==> src/rtl/gate_deadtime_monitor.sv <==
// gate_deadtime_monitor
//   Receive-side checker for one complementary half-bridge gate pair. It
//   synchronizes the high/low gate-driver feedback, measures the dead gap
//   at every H->L and L->H commutation, flags short gaps and shoot-through,
//   and rebuilds the effective PWM.
//
// Ports
//   clk         system clock
//   reset       synchronous, active-high reset
//   enable      monitor enable; 0 parks the tracker in IDLE
//   gate_h      high-side gate feedback (asynchronous)
//   gate_l      low-side gate feedback (asynchronous)
//   min_dead    minimum legal gap in clk cycles (0 disables the check)
//   fault_clr   single-cycle clear of the sticky flags
//   dead_hl     last measured gap, H-off to L-on
//   dead_lh     last measured gap, L-off to H-on
//   meas_valid  1-cycle pulse when dead_hl or dead_lh updates
//   meas_dir    direction of the measurement: 0 = H->L, 1 = L->H
//   pwm_rec     reconstructed PWM, 1 while the high side owns the bridge
//   dead_viol   sticky: a measured gap was shorter than min_dead
//   shoot_fault sticky: both gates were seen high together
module gate_deadtime_monitor #(
  parameter int SYNC_STAGES = 2,
  parameter int CNT_W       = 16
) (
  input  logic             clk,
  input  logic             reset,
  input  logic             enable,
  input  logic             gate_h,
  input  logic             gate_l,
  input  logic [CNT_W-1:0] min_dead,
  input  logic             fault_clr,
  output logic [CNT_W-1:0] dead_hl,
  output logic [CNT_W-1:0] dead_lh,
  output logic             meas_valid,
  output logic             meas_dir,
  output logic             pwm_rec,
  output logic             dead_viol,
  output logic             shoot_fault
);

  localparam logic [2:0] S_IDLE  = 3'd0;
  localparam logic [2:0] S_HIGH  = 3'd1;
  localparam logic [2:0] S_GAP_H = 3'd2;
  localparam logic [2:0] S_LOW   = 3'd3;
  localparam logic [2:0] S_GAP_L = 3'd4;
  localparam logic [2:0] S_FAULT = 3'd5;

  logic [SYNC_STAGES-1:0] r_sync_h, r_sync_l;
  logic [2:0]             r_state;
  logic [CNT_W-1:0]       r_cnt;
  logic [CNT_W-1:0]       r_dead_hl, r_dead_lh;
  logic                   r_meas_valid, r_meas_dir, r_pwm, r_viol, r_shoot;

  logic                   w_sh, w_sl, w_shoot;
  logic [2:0]             w_state_nxt;
  logic [CNT_W-1:0]       w_cnt_nxt, w_cnt_inc, w_meas_val;
  logic                   w_meas, w_meas_dir, w_pwm_nxt, w_viol_set;

  assign w_sh    = r_sync_h[SYNC_STAGES-1];
  assign w_sl    = r_sync_l[SYNC_STAGES-1];
  assign w_shoot = w_sh & w_sl;

  // Gap counter saturates so an overlong gap reads back as all-ones.
  assign w_cnt_inc = (r_cnt == {CNT_W{1'b1}}) ? r_cnt : r_cnt + CNT_W'(1);

  always_comb begin
    w_state_nxt = r_state;
    w_cnt_nxt   = r_cnt;
    w_meas      = 1'b0;
    w_meas_dir  = 1'b0;
    w_meas_val  = '0;
    if (w_shoot) begin
      // Shoot-through wins over everything, including enable=0.
      w_state_nxt = S_FAULT;
      w_cnt_nxt   = '0;
    end else if (!enable && r_state != S_FAULT) begin
      w_state_nxt = S_IDLE;
      w_cnt_nxt   = '0;
    end else begin
      case (r_state)
        S_IDLE: begin
          w_cnt_nxt = '0;
          if (w_sh)      w_state_nxt = S_HIGH;
          else if (w_sl) w_state_nxt = S_LOW;
        end
        S_HIGH: begin
          if (!w_sh && !w_sl) begin
            w_state_nxt = S_GAP_H;
            w_cnt_nxt   = CNT_W'(1);
          end else if (!w_sh && w_sl) begin
            // Hard switch with no gap at all: report a zero gap.
            w_state_nxt = S_LOW;
            w_meas      = 1'b1;
          end
        end
        S_GAP_H: begin
          if (w_sl) begin
            w_state_nxt = S_LOW;
            w_meas      = 1'b1;
            w_meas_val  = r_cnt;
            w_cnt_nxt   = '0;
          end else if (w_sh) begin
            // Came back to the same side: not a commutation, discard.
            w_state_nxt = S_HIGH;
            w_cnt_nxt   = '0;
          end else begin
            w_cnt_nxt = w_cnt_inc;
          end
        end
        S_LOW: begin
          if (!w_sh && !w_sl) begin
            w_state_nxt = S_GAP_L;
            w_cnt_nxt   = CNT_W'(1);
          end else if (w_sh && !w_sl) begin
            w_state_nxt = S_HIGH;
            w_meas      = 1'b1;
            w_meas_dir  = 1'b1;
          end
        end
        S_GAP_L: begin
          if (w_sh) begin
            w_state_nxt = S_HIGH;
            w_meas      = 1'b1;
            w_meas_dir  = 1'b1;
            w_meas_val  = r_cnt;
            w_cnt_nxt   = '0;
          end else if (w_sl) begin
            w_state_nxt = S_LOW;
            w_cnt_nxt   = '0;
          end else begin
            w_cnt_nxt = w_cnt_inc;
          end
        end
        S_FAULT: begin
          w_cnt_nxt = '0;
          if (fault_clr && !w_sh && !w_sl) w_state_nxt = S_IDLE;
        end
        default: begin
          w_state_nxt = S_IDLE;
          w_cnt_nxt   = '0;
        end
      endcase
    end
  end

  assign w_viol_set = w_meas && (min_dead != '0) && (w_meas_val < min_dead);

  // PWM follows the owning side; gaps hold whatever side was last on.
  always_comb begin
    case (w_state_nxt)
      S_HIGH:           w_pwm_nxt = 1'b1;
      S_GAP_H, S_GAP_L: w_pwm_nxt = r_pwm;
      default:          w_pwm_nxt = 1'b0;
    endcase
  end

  always_ff @(posedge clk) begin
    if (reset) begin
      r_sync_h     <= '0;
      r_sync_l     <= '0;
      r_state      <= S_IDLE;
      r_cnt        <= '0;
      r_dead_hl    <= '0;
      r_dead_lh    <= '0;
      r_meas_valid <= 1'b0;
      r_meas_dir   <= 1'b0;
      r_pwm        <= 1'b0;
      r_viol       <= 1'b0;
      r_shoot      <= 1'b0;
    end else begin
      r_sync_h     <= {r_sync_h[SYNC_STAGES-2:0], gate_h};
      r_sync_l     <= {r_sync_l[SYNC_STAGES-2:0], gate_l};
      r_state      <= w_state_nxt;
      r_cnt        <= w_cnt_nxt;
      r_meas_valid <= w_meas;
      r_pwm        <= w_pwm_nxt;
      if (w_meas) begin
        r_meas_dir <= w_meas_dir;
        if (w_meas_dir) r_dead_lh <= w_meas_val;
        else            r_dead_hl <= w_meas_val;
      end
      // Set beats a simultaneous clear.
      r_viol  <= w_viol_set | (r_viol & ~fault_clr);
      r_shoot <= w_shoot    | (r_shoot & ~fault_clr);
    end
  end

  assign dead_hl     = r_dead_hl;
  assign dead_lh     = r_dead_lh;
  assign meas_valid  = r_meas_valid;
  assign meas_dir    = r_meas_dir;
  assign pwm_rec     = r_pwm;
  assign dead_viol   = r_viol;
  assign shoot_fault = r_shoot;

endmodule

==> config.mk <==
export PLATFORM = sky130hd
export DESIGN_NAME = gate_deadtime_monitor
export DESIGN_NICKNAME = d
export VERILOG_FILES = /design/src/rtl/gate_deadtime_monitor.sv
export SDC_FILE = /design/constraint.sdc
export NUM_CORES = 1
export LEC_CHECK = 0
export BUFFER_PORTS_ARGS = -buffer_cell sky130_fd_sc_hd__clkbuf_2
export CORE_AREA = 5 5 79 153
export CTS_BUF_LIST = sky130_fd_sc_hd__clkbuf_4 sky130_fd_sc_hd__clkbuf_8 sky130_fd_sc_hd__clkbuf_16
export DETAILED_ROUTE_END_ITERATION = 8
export DIE_AREA = 0 0 84 158
export PLACE_DENSITY_LB_ADDON = 0.2
export SYNTH_ARGS = -nofsm -noshare
export SYNTH_HDL_FRONTEND = slang
export SYNTH_SLANG_ARGS = --single-unit
==> constraint.sdc <==
create_clock -name clk -period 6.1 [get_ports clk]
set_input_delay 1.22 -clock clk [delete_from_list [all_inputs] [get_ports clk]]
set_output_delay 1.22 -clock clk [all_outputs]
set_load 0.02 [all_outputs]
# ---- Word-level counts from Yosys, hierarchy flattened
# Index checks and enable logic that the tools add are counted.
dict set report totals {
  ff_bits 60
  in_bits 22
}
dict set report op_classes {
  addsub 1
  order_cmp 1
  eq_ne 11
  n_mux 37
  n_bitwise 7
  n_reduce_logical 19
}
# operator count
set op_table {}
lappend op_table {{$mux 16} 10}
lappend op_table {{$pmux 16 s3} 1}
lappend op_table {{$mux 3} 11}
lappend op_table {{$pmux 16 s2} 1}
lappend op_table {{$add 16x1->16 const B} 1}
lappend op_table {{$eq 16x16->1 const B} 1}
lappend op_table {{$lt 16x16->1} 1}
lappend op_table {{$reduce_bool 16->1} 1}
lappend op_table {{$pmux 3 s5} 1}
lappend op_table {{$mux 1} 10}
lappend op_table {{$eq 3x2->1 const B} 3}
lappend op_table {{$eq 3x3->1 const B} 3}
lappend op_table {{$logic_and 1x1->1} 8}
lappend op_table {{$eq 3x1->1 const B} 2}
lappend op_table {{$reduce_or 2->1} 3}
lappend op_table {{$pmux 1 s2} 2}
lappend op_table {{$pmux 1 s4} 1}
lappend op_table {{$reduce_and 2->1} 2}
lappend op_table {{$and 1x1->1} 3}
lappend op_table {{$logic_not 1->1} 3}
lappend op_table {{$logic_not 3->1} 1}
lappend op_table {{$ne 3x3->1 const B} 1}
lappend op_table {{$reduce_or 3->1} 1}
lappend op_table {{$ne 2x1->1 const B} 1}
lappend op_table {{2 further kinds} 4}

# ---- Logic depth before layout (Yosys ltp)
dict set report depth {
  depth_word 10
  depth_mapped 11
  mapped_depth_nobuf 9
}

# ---- Least setup slack after synthesis
# No wires, ideal clock.
dict set report synth_path {
  kind {input-to-reg}
  from {input port enable}
  to {register r_viol (netlist: dead_viol)}
  setup_ns 0.092
  t_arrival_ns 2.845
  t_required_ns 6.008
  setup_slack_ns 3.163
  stages 10
  path_buffers 1
  path_cell_list {nand2b_1 a21oi_1 clkbuf_1 and2_1 ha_1 a211oi_1 nor2_1 nor3_1 o22ai_1 o32ai_1}
}
dict set report synth_between {
  elab_chain_len 7
  elab_cells_between_ends 10
}
# element line_no
set synth_lines {}
lappend synth_lines {{start, declared} 28} ;# input logic enable,
lappend synth_lines {{$logic_not 1->1} 77} ;# end else if (!enable && r_state != S_FAULT) begin
lappend synth_lines {{$logic_and 1x1->1} 77}
lappend synth_lines {{$mux 16} 77}
lappend synth_lines {{$mux 16} 73} ;# if (w_shoot) begin
lappend synth_lines {{named net w_meas_val[9]} 57} ;# logic [CNT_W-1:0] w_cnt_nxt, w_cnt_inc, w_meas_val;
lappend synth_lines {{$lt 16x16->1} 147} ;# assign w_viol_set = w_meas && (min_dead != '0) && (w_meas_val < min_dead);
lappend synth_lines {{$logic_and 1x1->1} 147}
lappend synth_lines {{$or 1x1->1} 184} ;# r_viol <= w_viol_set | (r_viol & ~fault_clr);
lappend synth_lines {{end signal, assigned} 184}
lappend synth_lines {{end, declared} 53} ;# logic r_meas_valid, r_meas_dir, r_pwm, r_viol, r_shoot;
# The timed path passes the listed nets, and every way through them passes these cells.
# A chain may end at the register's enable or synchronous reset.

# ---- Final worst setup path
# Ends and elaborated chain as after synthesis.

==> out/results.ini <==
[global_route]
antenna_found_initial=0
grt_pass1_wl_mm=14.9
grt_max_degree=45
grt_use_total_pct=14.4
grt_overflow=0
grt_pass1_vias=2959

[sta]
max_freq_mhz=304
skew_ps=5.89
final_hold_viol_count=0
setup_slack_ps=2810
slew_headroom_pct=27.9
post-route-min-period_ps=3290
finalMaxSlewViolations=0
setup-tns-final_ps=0
timing.hold.ws_ps=433
rsz0062_at_grt=no
tightest_slew_ps=1080
post-route-period-util_pct=53.9
setup_viol=0

[setup_path]
worstReg2RegEnd=dead_viol
path_max_fanout=18
cp-startpoint=enable
endpoint=dead_viol
cp.arrival_ps=3520
end_kind=flop
r2r_start=r_state[2]
cp.required_ps=6340
crit_type=primary input to flop
rrSetupSlack_ps=2890
startpoint_type=primary input
reg2regPathDepth=9

[layout]
drive_gt1_share_pct=18.0
area_growth_pct=22.3
final_core_util_pct=35.5
fin_area_um2=3840
nets=494
fillers=1198
n_antenna_cell=0

[synthesis]
synth_area_leaders=dfxtp_1 (38%), nand2_1 (9.7%), a21oi_1 (8.4%), ha_1 (6.4%), and2_1 (4.0%)
syn_inst=406
syn_avg_cell_area_um2=7.73
synth_warnings=0
yosysUniqueCellTypes=51
yosysTopAreaCellShare_pct=38.3
syn_nets=444
ys_ff_latch=60
syn_area_um2=3140
synth_edf_count=0
yosysTopAreaCell=dfxtp_1
synth.yosys.seq_area_share_pct=38.3
synth_ff_type=dfxtp_1
async_flop_share_pct=0

[route]
drtAntennaViolNets=0
remaining_drc_errors=0
routed_wl_mm=9.07
num_vias=2983
viasPerCell=4.96
firstDrtPassIters=4
wl_per_cell_um=15.1
drtIter0Drc=135

[clock_tree]
cts_sinks=60
clk_latency_ps=330
cts_setup_buffers=0
postCtsHoldBufs=0
cts.path.max_buffers=2
htree_levels=3
cts_resized=0
root_buffer=clkbuf_16
cts_tree=done
cts_buffers=9
clk_pin_slew_worst_paths_ps=50

[power]
p_switching_uw=210
internal_power_uw=769
powerDensity_nw_per_um2=255
max-vdd-ir-drop_uv=132
p_seq_share_pct=40.5
leakage_uw=0.00148
combPwrFrac_pct=3.7
swShare_pct=21.4
clkPwrFrac_pct=55.8

[flow_run]
max_cap_viol_count=0

[die]
die_y_um=158
num_io_pins=59
initial_core_util_pct=29.0
die-area_um2=13300
fp-row-count=54
dieWidth_um=84
core_um2=10800

[place]
port_buffers=58
dp_hpwl_mm=7.10
place_area_um2=3520
place_ws_ps=2420
gp_congestion=0.828

[min_path]
min_path_type=flop to flop
worstHoldStart=r_sync_l[0]

[outcome]
status=completed

[cells in the final DEF (no fill, tap or decap), types with 5 or more instances in the layout]
| cell type | n |
|---|---|
| dfxtp_1 | 60 |
| nand3_1 | 13 |
| inv_1 | 21 |
| a21oi_1 | 53 |
| nand4_1 | 10 |
| nand2_1 | 81 |
| and2_1 | 20 |
| nor2_1 | 19 |
| nor3_1 | 5 |
| o21ai_0 | 16 |
| a211oi_1 | 6 |
| clkbuf_2 | 58 |
| nor2b_1 | 9 |
| ha_1 | 16 |
| clkbuf_16 | 9 |
[cells by family after synthesis]
kind of cell / count (synthesis) / share of synthesized area, %
AND/OR/NAND/NOR: 185 / 30.1
adder cells (fa/ha/maj): 16 / 6.38
AO/OA/AOI/OAI: 99 / 18.4
buffers and inverters: 44 / 6.26
flip-flops: 60 / 38.3
XOR/XNOR: 2 / 0.558
[Yosys cell counts (all sizes together), types with 4 or more instances]
master	count
a211oi	6
a21oi	53
a31oi	4
and2	21
buf	5
clkbuf	18
dfxtp	60
ha	16
inv	21
nand2	81
nand3	13
nand4	10
nor2	20
nor2b	9
nor3	6
nor4	4
o211ai	4
o21ai	17
[metrics by stage]
stage          instances  power (uW)
6_report             601         979
5_1_grt              601        1020
3_3_place_gp         585         441
2_1_floorplan        406         427
3_5_place_dp         585         441
4_1_cts              601         992
[cell type report]
| type | count | area, um2 | area share (%) |
|---|---|---|---|
| multi-input combinational | 302 | 1740 | 45.4 |
| clock inverter | 6 | 88.8 | 2.31 |
| timing repair buffer | 62 | 320 | 8.34 |
| sequential | 60 | 1200 | 31.3 |
| clock buffer | 10 | 233 | 6.06 |
| inverter | 21 | 78.8 | 2.05 |
| tap | 140 | 175 | 4.56 |
[layer usage]
metal | up-vias | track usage (%) | part of all wire (%)
met5 | - | 0 | 0
met4 | 0 | 6.52 | 2.0
met3 | 9 | 3.91 | 3.6
met2 | 53 | 28.1 | 58
met1 | 1404 | 13.8 | 36
li1 | 1517 | - | -
[how the worst min path moves through the flow]
stage          depth (start not counted)           to  slack (ps)
2_1_floorplan                          1  r_sync_h[1]         410
3_3_place_gp                           1  r_sync_h[1]         420
3_5_place_dp                           1  r_sync_l[1]         420
4_1_cts                                1  r_sync_l[1]         440
5_1_grt                                1  r_sync_l[1]         450
6_report                               1  r_sync_l[1]         430
[power groups by stage]
| stage | Sequential [uW] | Clock (uW) | Combinational, uW |
|---|---|---|---|
| after floorplan | 403 | 0 | 24.3 |
| after global placement | 405 | 0 | 36.0 |
| after detailed placement | 405 | 0 | 36.3 |
| after CTS | 396 | 560 | 36.4 |
| after global routing | 397 | 579 | 40.7 |
| final | 396 | 547 | 35.8 |
[state kept, by name, indices dropped and copies added, names as in the netlist]
| signal | count |
|---|---|
| dead_hl | 16 |
| dead_lh | 16 |
| dead_viol | 1 |
| meas_dir | 1 |
| meas_valid | 1 |
| pwm_rec | 1 |
| r_cnt | 16 |
| r_state | 3 |
| r_sync_h | 2 |
| r_sync_l | 2 |
| shoot_fault | 1 |
[worst max-delay path, stage by stage]
cell and delay, ps:
clkbuf_2 140, nand2b_1 70, a21oi_1 820, and2_1 280, ha_1 250, a211oi_1 240
nor2_1 80, nor3_1 190, o22ai_1 100, o32ai_1 120
(Power assumes the default switching activity.)
